$ cat src/rtl/ram_bist_pkg.sv
// Shared types and helpers for the dual-port RAM write/read-back engine.
package ram_bist_pkg;

    typedef enum logic [2:0] {
        IDLE,
        WRITE,
        READ,
        DRAIN,
        DONE
    } state_t;

    // Callers truncate the result to their word width; the sum wraps naturally there.
    function automatic logic [31:0] pat(input logic [31:0] addr, input logic [31:0] seed,
                                        input logic mode);
        logic [31:0] sum;
        sum = addr + seed;
        return mode ? ~sum : sum;
    endfunction

    function automatic bit rd_lat_ok(input int lat);
        return (lat == 1) || (lat == 2);
    endfunction

endpackage

$ cat src/rtl/ram_2port_bist_sdp_ram.sv
// Inferred simple dual-port RAM: port A writes, port B reads synchronously.
// RD_LAT=2 adds an output register behind the array read.
module sdp_ram #(
    parameter int ADDR_W = 6,
    parameter int DATA_W = 8,
    parameter int RD_LAT = 1
) (
    input  logic              clk,
    input  logic              ena,
    input  logic              wea,
    input  logic [ADDR_W-1:0] addra,
    input  logic [DATA_W-1:0] dina,
    input  logic              enb,
    input  logic [ADDR_W-1:0] addrb,
    output logic [DATA_W-1:0] doutb
);

    logic [DATA_W-1:0] mem [2**ADDR_W];
    logic [DATA_W-1:0] rd_q;

    always_ff @(posedge clk) begin
        if (ena && wea) begin
            mem[addra] <= dina;
        end
        if (enb) begin
            rd_q <= mem[addrb];
        end
    end

    if (RD_LAT == 2) begin : g_out_reg
        logic [DATA_W-1:0] out_q;
        always_ff @(posedge clk) begin
            out_q <= rd_q;
        end
        assign doutb = out_q;
    end else begin : g_no_out_reg
        assign doutb = rd_q;
    end

endmodule

$ cat src/rtl/ram_2port_bist.sv
// Self-checking write/read-back engine: fills the RAM with a seeded pattern,
// reads it back and reports pass/fail, first failing address and error count.
module ram_2port_bist
    import ram_bist_pkg::*;
#(
    parameter int DATA_W = 8,
    parameter int ADDR_W = 6,
    parameter int RD_LAT = 1,
    parameter int ERR_W  = 8
) (
    input  logic              sys_clk,
    input  logic              sys_rst_n,
    input  logic              start,
    input  logic              mode,
    input  logic              loop_en,
    input  logic              inj_en,
    input  logic [ADDR_W-1:0] inj_addr,
    output logic              busy,
    output logic              done,
    output logic              pass,
    output logic [ERR_W-1:0]  err_cnt,
    output logic [ADDR_W-1:0] err_addr,
    output logic [15:0]       pass_cnt
);

    if (!rd_lat_ok(RD_LAT)) begin : g_bad_rd_lat
        $error("ram_2port_bist: RD_LAT must be 1 or 2");
    end

    state_t state, state_nxt;

    logic [ADDR_W:0]   cnt;
    logic [ADDR_W:0]   cnt_inc;
    logic [ADDR_W-1:0] addr;
    logic [DATA_W-1:0] seed;
    logic              mode_q;
    logic [DATA_W-1:0] pat_word;
    logic [DATA_W-1:0] dina;
    logic [DATA_W-1:0] doutb;
    logic              wr_en;
    logic              rd_en;
    logic              mismatch;

    logic [RD_LAT-1:0]             vld_pipe;
    logic [RD_LAT-1:0][DATA_W-1:0] exp_pipe;
    logic [RD_LAT-1:0][ADDR_W-1:0] adr_pipe;

    assign cnt_inc  = cnt + 1'b1;
    assign addr     = cnt[ADDR_W-1:0];
    assign pat_word = DATA_W'(pat(32'(addr), 32'(seed), mode_q));
    assign dina     = pat_word ^ DATA_W'(inj_en && (addr == inj_addr));
    assign wr_en    = (state == WRITE);
    assign rd_en    = (state == READ);
    assign busy     = (state != IDLE);
    assign done     = (state == DONE);
    assign mismatch = vld_pipe[RD_LAT-1] && (doutb != exp_pipe[RD_LAT-1]);

    // The MSB of the incremented counter flags the last address of a sweep.
    always_comb begin
        state_nxt = state;
        case (state)
            IDLE:  if (start) state_nxt = WRITE;
            WRITE: if (cnt_inc[ADDR_W]) state_nxt = READ;
            READ:  if (cnt_inc[ADDR_W]) state_nxt = DRAIN;
            DRAIN: if (cnt == (ADDR_W+1)'(RD_LAT-1)) state_nxt = DONE;
            DONE:  state_nxt = loop_en ? WRITE : IDLE;
            default: state_nxt = IDLE;
        endcase
    end

    always_ff @(posedge sys_clk or negedge sys_rst_n) begin
        if (!sys_rst_n) begin
            state <= IDLE;
            cnt   <= '0;
        end else begin
            state <= state_nxt;
            cnt   <= (state_nxt != state || state == IDLE) ? '0 : cnt_inc;
        end
    end

    always_ff @(posedge sys_clk or negedge sys_rst_n) begin
        if (!sys_rst_n) begin
            vld_pipe <= '0;
            exp_pipe <= '0;
            adr_pipe <= '0;
        end else begin
            vld_pipe[0] <= rd_en;
            exp_pipe[0] <= pat_word;
            adr_pipe[0] <= addr;
            for (int i = 1; i < RD_LAT; i++) begin
                vld_pipe[i] <= vld_pipe[i-1];
                exp_pipe[i] <= exp_pipe[i-1];
                adr_pipe[i] <= adr_pipe[i-1];
            end
        end
    end

    always_ff @(posedge sys_clk or negedge sys_rst_n) begin
        if (!sys_rst_n) begin
            seed     <= '0;
            mode_q   <= 1'b0;
            pass     <= 1'b0;
            err_cnt  <= '0;
            err_addr <= '0;
            pass_cnt <= '0;
        end else begin
            if (state == IDLE && start) begin
                mode_q <= mode;
            end
            if (state != WRITE && state_nxt == WRITE) begin
                err_cnt  <= '0;
                err_addr <= '0;
            end else if (mismatch) begin
                if (err_cnt == '0) begin
                    err_addr <= adr_pipe[RD_LAT-1];
                end
                if (err_cnt != '1) begin
                    err_cnt <= err_cnt + 1'b1;
                end
            end
            if (state == DONE) begin
                pass     <= (err_cnt == '0);
                pass_cnt <= pass_cnt + 1'b1;
                seed     <= seed + 1'b1;
            end
        end
    end

    sdp_ram #(
        .ADDR_W(ADDR_W),
        .DATA_W(DATA_W),
        .RD_LAT(RD_LAT)
    ) u_ram (
        .clk  (sys_clk),
        .ena  (wr_en),
        .wea  (wr_en),
        .addra(addr),
        .dina (dina),
        .enb  (rd_en),
        .addrb(addr),
        .doutb(doutb)
    );

endmodule

$ cat config.mk
export PLATFORM = sky130hd
export DESIGN_NAME = ram_2port_bist
export DESIGN_NICKNAME = d
export VERILOG_FILES = /design/src/rtl/ram_bist_pkg.sv /design/src/rtl/ram_2port_bist_sdp_ram.sv /design/src/rtl/ram_2port_bist.sv
export SDC_FILE = /design/constraint.sdc
export NUM_CORES = 1
export LEC_CHECK = 0
export CORE_ASPECT_RATIO = 1.25
export CORE_UTILIZATION = 60
export CTS_BUF_LIST = sky130_fd_sc_hd__clkbuf_8 sky130_fd_sc_hd__clkbuf_16
export DETAILED_ROUTE_END_ITERATION = 7
export PLACE_DENSITY = 0.88
export SLEW_MARGIN = 20
export SYNTH_ARGS = -nofsm -noshare
export SYNTH_HDL_FRONTEND = slang
export SYNTH_SLANG_ARGS = --single-unit
$ cat constraint.sdc
create_clock -name sys_clk -period 6.05 [get_ports sys_clk]
set_input_delay 0.9075 -clock sys_clk [delete_from_list [all_inputs] [get_ports sys_clk]]
set_output_delay 0.9075 -clock sys_clk [all_outputs]
set_load 0.05 [all_outputs]
Yosys cells after proc, flatten, opt, wreduce, memory -nomap -nowiden
Memories as Yosys holds them, arrays and structs flattened. A register that Yosys moved wholly into a read port is not among the register bits.
Index checks and enable logic that the tools add are counted.
Storage, ports and cells
  flip-flop bits (word level): 65
  bits in writable memories: 512
  input port bits: 12
  output and inout bits: 33
  logic and storage cells: 59
  memories: 1
Memories
  u_ram.mem: depth 64, bits a word 8, rd ports 1, clocked after Yosys merged registers in 1, wr ports 1, line ram_2port_bist_sdp_ram.sv:18  | logic [DATA_W-1:0] mem [2**ADDR_W];
Cells by class
  add/subtract/negate cells: 5
  equality and inequality tests: 10
  multiplexer cells: 16
  bitwise operators: 2
  reduce and logical (&&, ||, !) cells: 14
Operators with widths (number)
  8-bit 2-to-1 mux: 4
  6-bit 2-to-1 mux: 3
  16-bit by 1-bit adder with 16-bit output (second input constant): 1
  8-bit by 1-bit adder with 8-bit output (second input constant): 2
  3-bit case mux with 5 select lines: 1
  3-bit 2-to-1 mux: 4
  6-bit by 8-bit adder with 8-bit output: 1
  8-bit logical NOT: 1
  8-bit inequality test: 1
  8-bit inequality test (second input constant): 1
  8-bit inverter: 1
  8-bit by 1-bit XOR with 8-bit output: 1
  7-bit by 1-bit adder with 7-bit output (second input constant): 1
  7-bit logical NOT: 1
  7-bit 2-to-1 mux: 1
  3-bit by 1-bit equality test with 1-bit output (second input constant): 2
  3-bit by 2-bit equality test with 1-bit output (second input constant): 2
  6-bit equality test: 1
  2-bit nonzero test: 3
  1-bit logical AND: 4
  2-bit AND reduction: 2
  3-bit equality test (second input constant): 1
  3-bit logical NOT: 1
  1-bit 2-to-1 mux: 3
  4 further kinds: 4

Logic depth before layout (Yosys ltp)
  depth in word-level cells: 7
  depth in mapped cells: 9
  mapped depth without buffers: 7

Modules after synthesis
From an unflattened synthesis, not the netlist that was laid out.
Second synthesis, totals
  cell total of the unflattened synthesis: 1209
  area, all modules: 23450.0 µm²
By module, submodules not included
  sdp_ram: times used 1, cells an instance 906, area an instance 20160.6 µm², seq. area each 15615.0 µm²
  ram_2port_bist: times used 1, cells an instance 303, area an instance 3289.4 µm², seq. area each 1626.6 µm²

Least setup slack after synthesis
OpenSTA, ideal clock, no wires.
  path kind: reg-to-reg
  from: reg cnt[1]
  to: mem u_ram.mem[0][7], data pin
  library setup time: 0.719 ns
  data arrival time: 4.011 ns
  required time: 5.331 ns
  setup slack: 1.319 ns
  cell stages (with the launch flop): 7
  cell sequence: dfrtp_1 ha_1 a21o_1 a21o_1 a21o_1 nand3_1 nor3b_1
On the way
  word-level cells in the longest chain between the ends: 4
RTL lines
  start: declaration: line ram_2port_bist.sv:32  | logic [ADDR_W:0] cnt;
  start signal: assignment: line ram_2port_bist.sv:77  | cnt <= (state_nxt != state || state == IDLE) ? '0 : cnt_inc;
  6-bit by 8-bit adder with 8-bit output *: line ram_bist_pkg.sv:16  | sum = addr + seed;
  8-bit inverter: line ram_bist_pkg.sv:17  | return mode ? ~sum : sum;
  8-bit 2-to-1 mux *: line ram_bist_pkg.sv:17
  8-bit by 1-bit XOR with 8-bit output *: line ram_2port_bist.sv:51  | assign dina = pat_word ^ DATA_W'(inj_en && (addr == inj_addr));
  net dina[7]: line ram_2port_bist.sv:38  | logic [DATA_W-1:0] dina;
  end: declaration: line ram_2port_bist_sdp_ram.sv:18
The timed path passes the listed nets; every way through them passes the cells marked *.

Worst setup path after layout
  from: reg cnt[1]
  to: mem u_ram.mem[27][7], data pin
The elaborated chain is that of the path after synthesis.

==> metrics.md <==
| Metric | Value |
|---|---|
| Clock power share | `0.438` |
| CTS tree | `done` |
| Worst ir drop on vdd | `0.242 mV` |
| Number of flops mapped to enable cells by yosys | `520` |
| Yosys top cell by area | `edfxtp_1` |
| Status | `finished, violations left` |
| Vias | `roughly 14k` |
| Worst-Margin Slew | `approximately 1.1 ns` |
| Post-place instance area | `about 0.025 mm2` |
| Starting Density | `0.608` |
| Root buf cell | `clkbuf_16` |
| Post-Synth Simple-Gate Area | `0.0565` |
| Number of port buffers | `44` |
| Syn nets | `1394` |
| YS warnings | `0` |
| Area Overhead vs Synth | `11.1%` |
| Seq/Total Area, Yosys | `0.726` |
| Comb pwr share | `0.007` |
| Detailed placement HPWL | `between 30 and 40 mm` |
| Commonest cells in the netlist | `520 x edfxtp_1, 105 x nor2_1, 68 x mux4_2` |
| Gr usage total | `0.305` |
| Fraction of layout instances using a drive strength above 1 | `0.172` |
| Final min period | `3.90 ns` |
| TNS Setup | `0 ns` |
| R2R Path End | `u_ram.mem[27][7]$_DFFE_PP_` |
| Avg Vias per Cell | `7.09` |
| Setup Crit Path Kind | `flip-flop to flip-flop` |
| Post-route cell area | `~0.026 mm2` |
| Lkg Pwr | `8.42 nW` |
| Crit path top cell by count | `a21o_1` |
| Core area | `between 0.03 and 0.04 mm2` |
| Max frequency | `~260 MHz` |
| H-tree Lvls | `2` |
| Synth area leaders | `edfxtp_1 66%, dfrtp_1 6.9%, mux4_2 6.5%, mux2_2 2.0%, mux2i_1 1.9%` |
| Die Wd | `around 180 um` |
| # resized after CTS | `0` |
| Max-slew violations | `0` |
| N_diodes | `0` |
| Share of the synthesized area in the top cell type | `0.658` |
| Detailed Route WL | `60.1 mm` |
| Overall Power | `between 7 and 8 mW` |
| FP Rows | `81` |
| Switching Share | `0.193` |
| Critical path's top delay family | `compound AO/OA/AOI/OAI gates` |
| Endpoints failing setup | `0` |
| Worst-Skew Late Latency | `just over 0.6 ns` |
| Pwr/cell area | `297 mW/mm2` |
| CTS max path bufs | `3` |
| Post-Synth XOR/XNOR Area | `0.0203` |
| Layout Skew | `roughly 0.021 ns` |
| Initial antenna violation count | `2` |
| Syn avg cell area | `~17 um2` |
| CTS Hold Bufs | `0` |
| Die Y | `between 200 and 250 um` |
| Worst-path clk slew | `approximately 0.070 ns` |
| # IOs | `45` |
| Worst Path Required | `approximately 6.3 ns` |
| TritonCTS Buffers | `between 50 and 60` |
| Final cell count without fillers | `1950` |
| Hold slack | `about 0.46 ns` |
| First-pass GRT wire length | `about 90 mm` |
| Fin crit share | `0.645` |
| Peak per-stage delay on the critical path | `about 0.77 ns` |
| Synthesized instance count | `about 1.4k` |
| Overflow after GRT | `0` |
| Mux cell area share after synthesis | `0.105` |
| Fin nets | `roughly 1.4k` |
| Unique masters post-synth | `74` |
| Violated checks | `design-rule violations` |
| Fill cells | `2252` |
| RSZ-0062 raised after global routing | `false` |
| Post-Synth Adder-Cell Area | `0.00717` |
| Reg power frac | `0.555` |
| Clk sinks | `about 600` |
| Int Pwr | `between 6 and 7 mW` |
| Cells after DPL | `between 1.5k and 2k` |
| First-iteration detailed-routing DRC count | `2225` |
| Wire length per cell | `between 30 and 40 um` |
| Critical Path End Type | `flip-flop` |
| Routability cong. | `roughly 1` |
| Post-CTS setup buffer count | `0` |
| Crit-path cells | `buf_4, ha_1, a21o_1, a21o_1, a21o_1, a2111oi_0, nor3b_2, buf_4` |
| RR Startpoint | `cnt[1]$_DFF_PN0_` |
| CP Buf/Inv Count | `2` |
| Largest net degree at the start of global routing | `66` |
| Die ar. | `between 0.04 and 0.05 mm2` |
| Yosys reg bits | `around 590` |
| Post-DRT Antenna Nets | `0` |
| Compound-gate portion of the synthesized area | `0.0616` |
| Max Cap Viol | `0` |
| Psw | `roughly 1.5 mW` |
| Async S/R FF share, synth | `0.111` |
| Vias in the first global route | `between 10k and 15k` |
| DRC | `11` |
| Most common cell in the netlist | `edfxtp_1` |
| CP max FO | `between 60 and 70` |
| Prevailing post-synth register cell | `edfxtp_1` |
| Final-report hold violation count | `0` |
| Worst hold-check path type | `input port to asynchronous set/reset pin` |
| Slew HR | `0.243` |
| Reg2reg setup slack | `around 2.1 ns` |
| Netlist Area Pre-Place | `~0.024 mm2` |
| CP Launch Type | `flip-flop` |
| Largest family of logic cells by synthesized area | `multiplexers` |
| DRT Pass-1 Iters | `8` |
| R2R depth | `8` |
| CP max stage cell | `dfrtp_4` |
| CP arrival | `between 4 and 5 ns` |
## worst reg2reg max path, cell delays in order, from the launching register on
cell and delay (ns):
dfrtp_4 0.77, buf_4 0.71, ha_1 0.40, a21o_1 0.19, a21o_1 0.22, a21o_1 0.23
a2111oi_0 0.52, nor3b_2 0.09, buf_4 0.32
## cell type report
type,count,area (um2),share of cell area
multi-input combinational,691,6040,0.229
sequential,585,17300,0.654
clock buffer,54,1350,0.0513
clock inverter,41,418,0.0159
tap,498,623,0.0236
inverter,10,37.5,0.00142
timing repair buffer,71,638,0.0242
## metal layers
metal / vias up / share of wire / global-route usage
met4: 4 / 0.073 / 0.197
li1: 5522 / - / -
met1: 6686 / 0.32 / 0.372
met2: 1297 / 0.47 / 0.485
met3: 314 / 0.14 / 0.0821
met5: - / 0.00040 / 0
## state kept, by name, indices dropped and copies added, names as in the netlist
register / flops
adr_pipe: 6
cnt: 7
err_addr: 6
err_cnt: 8
exp_pipe: 8
mode_q: 1
pass: 1
pass_cnt: 16
seed: 8
state: 3
u_ram.doutb: 8
u_ram.mem: 512
vld_pipe: 1
## through the flow
stage | setup WS, ns | utilization
after floorplan | 1.32 | -
after global placement | 2.26 | 0.630
after detailed placement | 2.17 | 0.630
after CTS | 2.15 | 0.676
after global routing | 1.96 | 0.676
final | 2.15 | 0.676
## layout by cell type (no fill, tap or decap), types with 5 or more instances in the layout
cell type          n
buf_4             27
xor2_1            17
inv_1             16
nor3_1            11
clkdlybuf4s50_1   43
mux2_2            43
ha_1              12
o21ai_0           17
a22o_1             7
a221oi_1          27
nor2_1           105
a22oi_1           32
a21oi_1           29
clkinvlp_4         6
mux2i_1           44
edfxtp_1         520
o2bb2ai_1          6
nand4_1           14
nor2b_1            5
clkbuf_16         54
a221oi_2           6
and3_1            13
xnor2_2            5
xnor2_1           31
clkinv_2           9
mux4_2            68
clkinv_1           8
nor3b_1           10
o22ai_1           11
nand2_1           51
nand3_1           22
nand3b_1           7
a211oi_1           5
a21o_1             7
dfrtp_1           62
bufinv_16          8
## power groups by stage
stage               Combinational, mW  Clock [mW]  Sequential [mW]
finish                         0.0554        3.44             4.35
global route                   0.0589        3.59             4.34
detailed placement             0.0553           0             4.43
CTS                            0.0558        3.43             4.35
global placement               0.0540           0             4.43
floorplan                     0.00935           0             4.45
## cells by family after synthesis
family,Yosys count
and+or+nand+nor,272
xor gates and xnor gates,55
muxes,158
DFF,585
AOI/OAI and AO/OA,193
adders and majority gates,13
buffers and inverters,93
## worst max-delay path by stage
| stage | start | to | slack (ns) | cells after the start |
|---|---|---|---|---|
| final | cnt[1]$_DFF_PN0_ | u_ram.mem[27][7]$_DFFE_PP_ | 2.15 | 8 |
| after global routing | cnt[1]$_DFF_PN0_ | u_ram.mem[27][7]$_DFFE_PP_ | 1.96 | 8 |
| after CTS | cnt[1]$_DFF_PN0_ | u_ram.mem[59][7]$_DFFE_PP_ | 2.15 | 8 |
| after detailed placement | cnt[1]$_DFF_PN0_ | u_ram.mem[63][7]$_DFFE_PP_ | 2.17 | 8 |
| after global placement | cnt[1]$_DFF_PN0_ | u_ram.mem[57][7]$_DFFE_PP_ | 2.26 | 8 |
| after floorplan | cnt[1]$_DFF_PN0_ | u_ram.mem[0][7]$_DFFE_PP_ | 1.32 | 6 |
No activity file was read; power rests on OpenSTA's default activity.
